**src/rtl/downstream_cancel_tracker_if.sv**
```systemverilog
// downstream_cancel_tracker_if: cancel ingress, clear, lookup and status signals of the cancel tracker
interface downstream_cancel_tracker_if #(
   parameter int CID_W = 5,
   parameter int AMT_W = 16,
   parameter int CNT_W = 32
);
   logic             cancel_valid;
   logic             cancel_ready;
   logic [CID_W-1:0] cancel_client_id;
   logic [AMT_W-1:0] cancel_amount;
   logic             clear_valid;
   logic [CID_W-1:0] clear_client_id;
   logic             clear_all;
   logic             lookup_valid;
   logic [CID_W-1:0] lookup_client_id;
   logic [CNT_W-1:0] cancelled_orders;
   logic             lookup_done;
   logic             init_busy;
   logic             sat_flag;
   modport master (
      output cancel_valid, cancel_client_id, cancel_amount, clear_valid, clear_client_id,
             clear_all, lookup_valid, lookup_client_id,
      input  cancel_ready, cancelled_orders, lookup_done, init_busy, sat_flag
   );
   modport slave (
      input  cancel_valid, cancel_client_id, cancel_amount, clear_valid, clear_client_id,
             clear_all, lookup_valid, lookup_client_id,
      output cancel_ready, cancelled_orders, lookup_done, init_busy, sat_flag
   );
endinterface

```
**src/rtl/downstream_cancel_tracker.sv**
```systemverilog
// downstream_cancel_tracker: per-client saturating cancelled-volume table fed by a cancel FIFO, with write-first lookups
module downstream_cancel_tracker #(
   parameter int NUM_CLIENTS = 32,
   parameter int CID_W       = 5,
   parameter int AMT_W       = 16,
   parameter int CNT_W       = 32,
   parameter int FIFO_DEPTH  = 4
) (
   input logic                        clk,
   input logic                        HRESETn,
   downstream_cancel_tracker_if.slave bus
);
   localparam int PW = $clog2(FIFO_DEPTH);
   localparam int CW = $clog2(FIFO_DEPTH + 1);
   typedef enum logic {INIT, RUN} state_e;
   state_e           state_q, state_d;
   logic [CID_W-1:0] idx_q, idx_d;
   logic [CW-1:0]    count_q, count_d;
   logic [PW-1:0]    rd_q, rd_d, wr_q, wr_d;
   logic             sat_q, sat_d, done_q, done_d;
   logic [CNT_W-1:0] res_q, res_d;
   logic [CID_W-1:0] fid_q [FIFO_DEPTH];
   logic [AMT_W-1:0] famt_q [FIFO_DEPTH];
   logic [CNT_W-1:0] tbl_q [NUM_CLIENTS];
   logic             push, pop, wr_en;
   logic [CID_W-1:0] wr_addr;
   logic [CNT_W-1:0] wr_data;
   logic [CNT_W:0]   sum;
   assign bus.cancel_ready     = state_q == RUN && count_q < CW'(FIFO_DEPTH);
   assign bus.cancelled_orders = res_q;
   assign bus.lookup_done      = done_q;
   assign bus.init_busy        = state_q == INIT;
   assign bus.sat_flag         = sat_q;
   // Single table write port: sweep zeroing, then clear, then FIFO-head accumulate; lookup bypasses this write
   always_comb begin
      push    = bus.cancel_valid && bus.cancel_ready;
      pop     = state_q == RUN && !bus.clear_valid && count_q != '0;
      sum     = {1'b0, tbl_q[fid_q[rd_q]]} + (CNT_W+1)'(famt_q[rd_q]);
      wr_en   = state_q == INIT || bus.clear_valid || pop;
      wr_addr = state_q == INIT ? idx_q : bus.clear_valid ? bus.clear_client_id : fid_q[rd_q];
      wr_data = (state_q == INIT || bus.clear_valid) ? '0 : sum[CNT_W] ? '1 : sum[CNT_W-1:0];
      sat_d   = bus.clear_all ? 1'b0 : sat_q | (pop && sum[CNT_W]);
      count_d = bus.clear_all ? '0 : count_q + CW'(push) - CW'(pop);
      wr_d    = bus.clear_all ? '0 : wr_q + PW'(push);
      rd_d    = bus.clear_all ? '0 : rd_q + PW'(pop);
      state_d = bus.clear_all ? INIT : (state_q == INIT && idx_q == CID_W'(NUM_CLIENTS - 1)) ? RUN : state_q;
      idx_d   = bus.clear_all ? '0 : state_q == INIT ? idx_q + CID_W'(1) : idx_q;
      done_d  = bus.lookup_valid;
      res_d   = !bus.lookup_valid ? res_q : state_q == INIT ? '0 :
                (wr_en && wr_addr == bus.lookup_client_id) ? wr_data : tbl_q[bus.lookup_client_id];
   end
   // Control state, FIFO pointers and lookup result registers
   always_ff @(posedge clk or negedge HRESETn) begin
      if (!HRESETn) begin
         state_q <= INIT;
         idx_q   <= '0;
         count_q <= '0;
         rd_q    <= '0;
         wr_q    <= '0;
         sat_q   <= 1'b0;
         done_q  <= 1'b0;
         res_q   <= '0;
      end else begin
         state_q <= state_d;
         idx_q   <= idx_d;
         count_q <= count_d;
         rd_q    <= rd_d;
         wr_q    <= wr_d;
         sat_q   <= sat_d;
         done_q  <= done_d;
         res_q   <= res_d;
      end
   end
   // FIFO storage needs no reset; count and pointers define validity
   always_ff @(posedge clk) begin
      if (push) begin
         fid_q[wr_q]  <= bus.cancel_client_id;
         famt_q[wr_q] <= bus.cancel_amount;
      end
   end
   // Table storage is zeroed by the INIT sweep rather than by reset
   always_ff @(posedge clk) begin
      if (wr_en) tbl_q[wr_addr] <= wr_data;
   end
endmodule

```
**src/flat_wrapper.sv**
```systemverilog
// flat-port wrapper written by rule: the top's interface ports become plain ports
module downstream_cancel_tracker_flat 
#(
   parameter int NUM_CLIENTS = 32,
   parameter int CID_W       = 5,
   parameter int AMT_W       = 16,
   parameter int CNT_W       = 32,
   parameter int FIFO_DEPTH  = 4
)
  (clk, HRESETn, bus_cancel_valid, bus_cancel_client_id, bus_cancel_amount, bus_clear_valid, bus_clear_client_id, bus_clear_all, bus_lookup_valid, bus_lookup_client_id, bus_cancel_ready, bus_cancelled_orders, bus_lookup_done, bus_init_busy, bus_sat_flag);
  downstream_cancel_tracker_if #(.CID_W(CID_W), .AMT_W(AMT_W), .CNT_W(CNT_W)) bus_i ();
  input logic clk;
  input logic HRESETn;
  input wire logic [$bits(bus_i.cancel_valid)-1:0] bus_cancel_valid;
  input wire logic [$bits(bus_i.cancel_client_id)-1:0] bus_cancel_client_id;
  input wire logic [$bits(bus_i.cancel_amount)-1:0] bus_cancel_amount;
  input wire logic [$bits(bus_i.clear_valid)-1:0] bus_clear_valid;
  input wire logic [$bits(bus_i.clear_client_id)-1:0] bus_clear_client_id;
  input wire logic [$bits(bus_i.clear_all)-1:0] bus_clear_all;
  input wire logic [$bits(bus_i.lookup_valid)-1:0] bus_lookup_valid;
  input wire logic [$bits(bus_i.lookup_client_id)-1:0] bus_lookup_client_id;
  output wire logic [$bits(bus_i.cancel_ready)-1:0] bus_cancel_ready;
  output wire logic [$bits(bus_i.cancelled_orders)-1:0] bus_cancelled_orders;
  output wire logic [$bits(bus_i.lookup_done)-1:0] bus_lookup_done;
  output wire logic [$bits(bus_i.init_busy)-1:0] bus_init_busy;
  output wire logic [$bits(bus_i.sat_flag)-1:0] bus_sat_flag;
  assign bus_i.cancel_valid = bus_cancel_valid;
  assign bus_i.cancel_client_id = bus_cancel_client_id;
  assign bus_i.cancel_amount = bus_cancel_amount;
  assign bus_i.clear_valid = bus_clear_valid;
  assign bus_i.clear_client_id = bus_clear_client_id;
  assign bus_i.clear_all = bus_clear_all;
  assign bus_i.lookup_valid = bus_lookup_valid;
  assign bus_i.lookup_client_id = bus_lookup_client_id;
  assign bus_cancel_ready = bus_i.cancel_ready;
  assign bus_cancelled_orders = bus_i.cancelled_orders;
  assign bus_lookup_done = bus_i.lookup_done;
  assign bus_init_busy = bus_i.init_busy;
  assign bus_sat_flag = bus_i.sat_flag;
  downstream_cancel_tracker #(.NUM_CLIENTS(NUM_CLIENTS), .CID_W(CID_W), .AMT_W(AMT_W), .CNT_W(CNT_W), .FIFO_DEPTH(FIFO_DEPTH)) u_core (.clk(clk), .HRESETn(HRESETn), .bus(bus_i));
endmodule
```
**config.mk**
```make
export PLATFORM = sky130hd
export DESIGN_NAME = downstream_cancel_tracker_flat
export DESIGN_NICKNAME = d
export VERILOG_FILES = /design/src/rtl/downstream_cancel_tracker_if.sv /design/src/rtl/downstream_cancel_tracker.sv /design/src/flat_wrapper.sv
export SDC_FILE = /design/constraint.sdc
export NUM_CORES = 2
export LEC_CHECK = 0
export ABC_AREA = 1
export CAP_MARGIN = 20
export CORE_MARGIN = 2
export CORE_UTILIZATION = 50
export DETAILED_ROUTE_END_ITERATION = 8
export PLACE_DENSITY = 0.66
export SYNTH_ARGS = -nofsm -noshare
export SYNTH_HDL_FRONTEND = slang
export SYNTH_SLANG_ARGS = --single-unit
```
**constraint.sdc**
```tcl
create_clock -name clk -period 6.43 [get_ports clk]
set_clock_uncertainty 0.1 [all_clocks]
set_input_delay 0.9645 -clock clk [delete_from_list [all_inputs] [get_ports clk]]
set_output_delay 0.9645 -clock clk [all_outputs]
set_load 0.03 [all_outputs]
```
==> impl_metrics.ini <==
[global_route]
grtUsageTotal_pct = 34.91
grt_pass1_vias = 46143
grt_pass1_wl_mm = 300.3
grt-ovfl-total = 0
grt_max_degree = 147
antenna_found_initial = 3

[clocking]
cts_buffer_depth = 3
path_clk_slew_ns = 0.06
root_buffer = clkbuf_16
cts_buffers = 119
cts_tree = done
postCtsHoldBufs = 0
cts_num_sinks = 1155
h-tree-depth = 3
clk_latency_ns = 0.73
cts_setup_buffers = 0
cts_resized = 0

[floorplan]
die_x_um = 341.5
core-area_um2 = 112800
die_area_um2 = 116600
ios = 73
row_count = 123
die_h_um = 341.5
initial_core_util_pct = 50.50

[power]
p_leak_nw = 22.29
power.density_nw_per_um2 = 257.1
power_mw = 16.38
vdd_drop_max_v = 0.0002372

[critical_path]
regToRegSetupSlack_ns = 0.22
cp_max_fo = 32
critPathLaunchType = register
cp.required_ns = 6.64
path_cells = inv_2, nand2_1, nand3_1, nand2_8, inv_8, buf_4, o21ai_0, o22a_1, o211ai_1, nand3_1, nand2_1, ha_1, a21oi_1, o21a_1, o221a_2, nand2_1, nand3_1, nor2_2, nand2_1, inv_2, nand2_4, inv_6, o21ai_1, clkinvlp_4
crit_family = simple AND/OR/NAND/NOR gates
setup.worst_path.end_class = register
worst_r2r_endpoint = u_core.tbl_q[6][10]
critPathArrivalTime_ns = 6.42
slowest_stage = dfrtp_1
r2r_start = u_core.rd_q[0]
path_class = register to register
critPathBufInv = 6
crit_top_cell = nand2_1
reg2regPathDepth = 24
max_stage_delay_ns = 0.51

[drt]
drt_pass1_iterations = 6
ant_nets = 0
vias = 49388
routedWlPerCell_um = 28.70
drc_errors = 0
wirelength_mm = 209.9
drt-initial-drc-count = 8978
routed_via_density = 6.753

[timing]
tightest_slew_ns = 1.198
rsz0062_at_grt = no
fin_setup_tns_ns = 0
slew_headroom_pct = 19.94
min_period_ns = 6.215
finalSetupViolCount = 0
whs_ns = 0.3793
finalHoldViolCount = 0
worst_slack_ns = 0.2155
fin_crit_sh_pct = 96.65
max_clock_freq_ghz = 0.1609
slew_violations = 0

[worst_hold_path]
min_delay_path_depth = 2
min_to = u_core.bus.cancelled_orders[26]
hold_path.class = register to register
hold_start = u_core.bus.cancelled_orders[26]

[yosys]
synthArstFlopShare_pct = 4.069
synth_common_cells = 1431 x nand2_1, 1108 x edfxtp_1, 746 x nand3_1, 516 x a21oi_1, 420 x o21ai_0
synthDistinctLibCells = 49
avgSynthCellArea_um2 = 9.759
synth_ff_type = edfxtp_1
synth_fp_nets = 5898
synth_edf_count = 1108
yosys_warnings = 0
synth.area.top_cells = edfxtp_1 58%, nand2_1 9.4%, nand3_1 6.6%
synth_seq_cells = 1155
seq_area_frac_synth_pct = 60.48
synth_top_cell_area_share_pct = 58.41
yosys.area.top_type = edfxtp_1
synth_cells = 5837
synthesis.area_um2 = 56960
synth_most_common_cell = nand2_1

[outcome]
outcome = finished, final reports clean

[finish]
stdcell_count = 7313
fillers = 9395
drive_gt1_share_pct = 7.744
area_delta_synth_final_pct = 11.85
layout.nets = 5768

[placement]
hpwlAfterDp_mm = 110.1
gp_congestion = 0.9043
pre_cts_ws_ns = 0.07718
dpl.cell_count = 7072
io_buffers = 72

[run]
maxCapViolCount = 0
[area by class of cell]
cell class	count	area, um^2	area share [%]
Timing Repair inverter	14	105.1	0.1650
Inverter	112	579.3	0.9092
Clock buffer	163	3318	5.208
Multi-Input combinational cell	4092	20350	31.94
Antenna cell	2	5.005	0.007855
Tap cell	1500	1877	2.946
Clock inverter	62	795.8	1.249
Timing Repair Buffer	213	2237	3.511
Sequential cell	1155	34450	54.07
[metrics by stage]
stage                     utilization [%]  area, um^2
final                               56.48       63710
after global routing                56.48       63710
after CTS                           56.24       63450
after detailed placement            52.60       59330
after global placement              52.56       59290
after floorplan                         -       56960
[sequential cells by signal, indices dropped and copies added (netlist names)]
signal and cells:
u_core.fid_q 20, u_core.state_q 1, u_core.bus.sat_flag 1, u_core.famt_q 64, u_core.bus.cancelled_orders 32, u_core.rd_q 2, u_core.wr_q 2, u_core.count_q 3
u_core.idx_q 5, u_core.tbl_q 1024, u_core.bus.lookup_done 1
[worst max path at each step]
stage / start / to / slack [ns] / cells past startpoint
6_report: u_core.rd_q[0] / u_core.tbl_q[6][10] / 0.22 / 24
5_1_grt: u_core.rd_q[0] / u_core.tbl_q[15][15] / 0.01 / 25
4_1_cts: u_core.rd_q[0] / u_core.tbl_q[9][3] / 0.05 / 28
3_5_place_dp: u_core.rd_q[0] / u_core.tbl_q[23][3] / 0.08 / 28
3_3_place_gp: u_core.rd_q[0] / u_core.tbl_q[11][3] / 0.19 / 29
2_1_floorplan: u_core.rd_q[0] / u_core.tbl_q[0][22] / 1.01 / 36
[routing by layer]
layer	vias up	wire (um)	track usage [%]
met1	23770	75910	46.35
met3	802	27080	7.356
met2	3938	92780	52.71
li1	20874	-	-
met4	4	14080	21.52
met5	-	29	0
[power breakdown]
| part | switching (mW) | internal [mW] | leakage (nW) | total [mW] |
|---|---|---|---|---|
| clock | 2.96 | 4.35 | 2.00 | 7.32 |
| sequential | 0.0315 | 8.21 | 10.9 | 8.24 |
| combinational | 0.594 | 0.226 | 9.34 | 0.819 |
[placed cells by master (no fill, tap or decap), types with 7 or more instances in the layout]
cell type and instances:
dfrtp_1 47, clkdlybuf4s50_1 66, clkbuf_8 9, nand2_1 1428, a32o_1 117, o211ai_1 53
clkbuf_1 31, o22a_1 10, o21ai_2 13, xnor2_1 8, nor2_4 34, o21ai_1 10
edfxtp_1 1108, clkinvlp_4 48, or3_1 47, a22oi_1 128, o22ai_1 126, buf_4 106
clkinv_2 21, ha_1 22, inv_1 65, clkbuf_16 123, nand3_1 746, a21oi_1 516
o21ai_0 415, a211oi_1 7, clkinv_1 18, buf_12 37, xor2_1 18, a31oi_1 35
inv_2 7, nor2_1 322, bufinv_16 19
[logic make-up after synthesis]
family | Yosys count | synth area share, %
simple gates | 2601 | 19.12
compound gates | 1441 | 15.01
flops | 1155 | 60.48
buf+inv | 590 | 4.444
xor+xnor | 26 | 0.3998
fa+ha+maj | 24 | 0.5535
[worst reg2reg max path: cells and delay by family (launching register included)]
family | cells | cell delay (ns)
and+or+nand+nor | 10 | 1.68
AOI/OAI and AO/OA | 7 | 1.47
buffers and inverters | 6 | 1.73
DFF | 1 | 0.51
adders and majority gates | 1 | 0.31
Power figures use the tool's default switching activity.
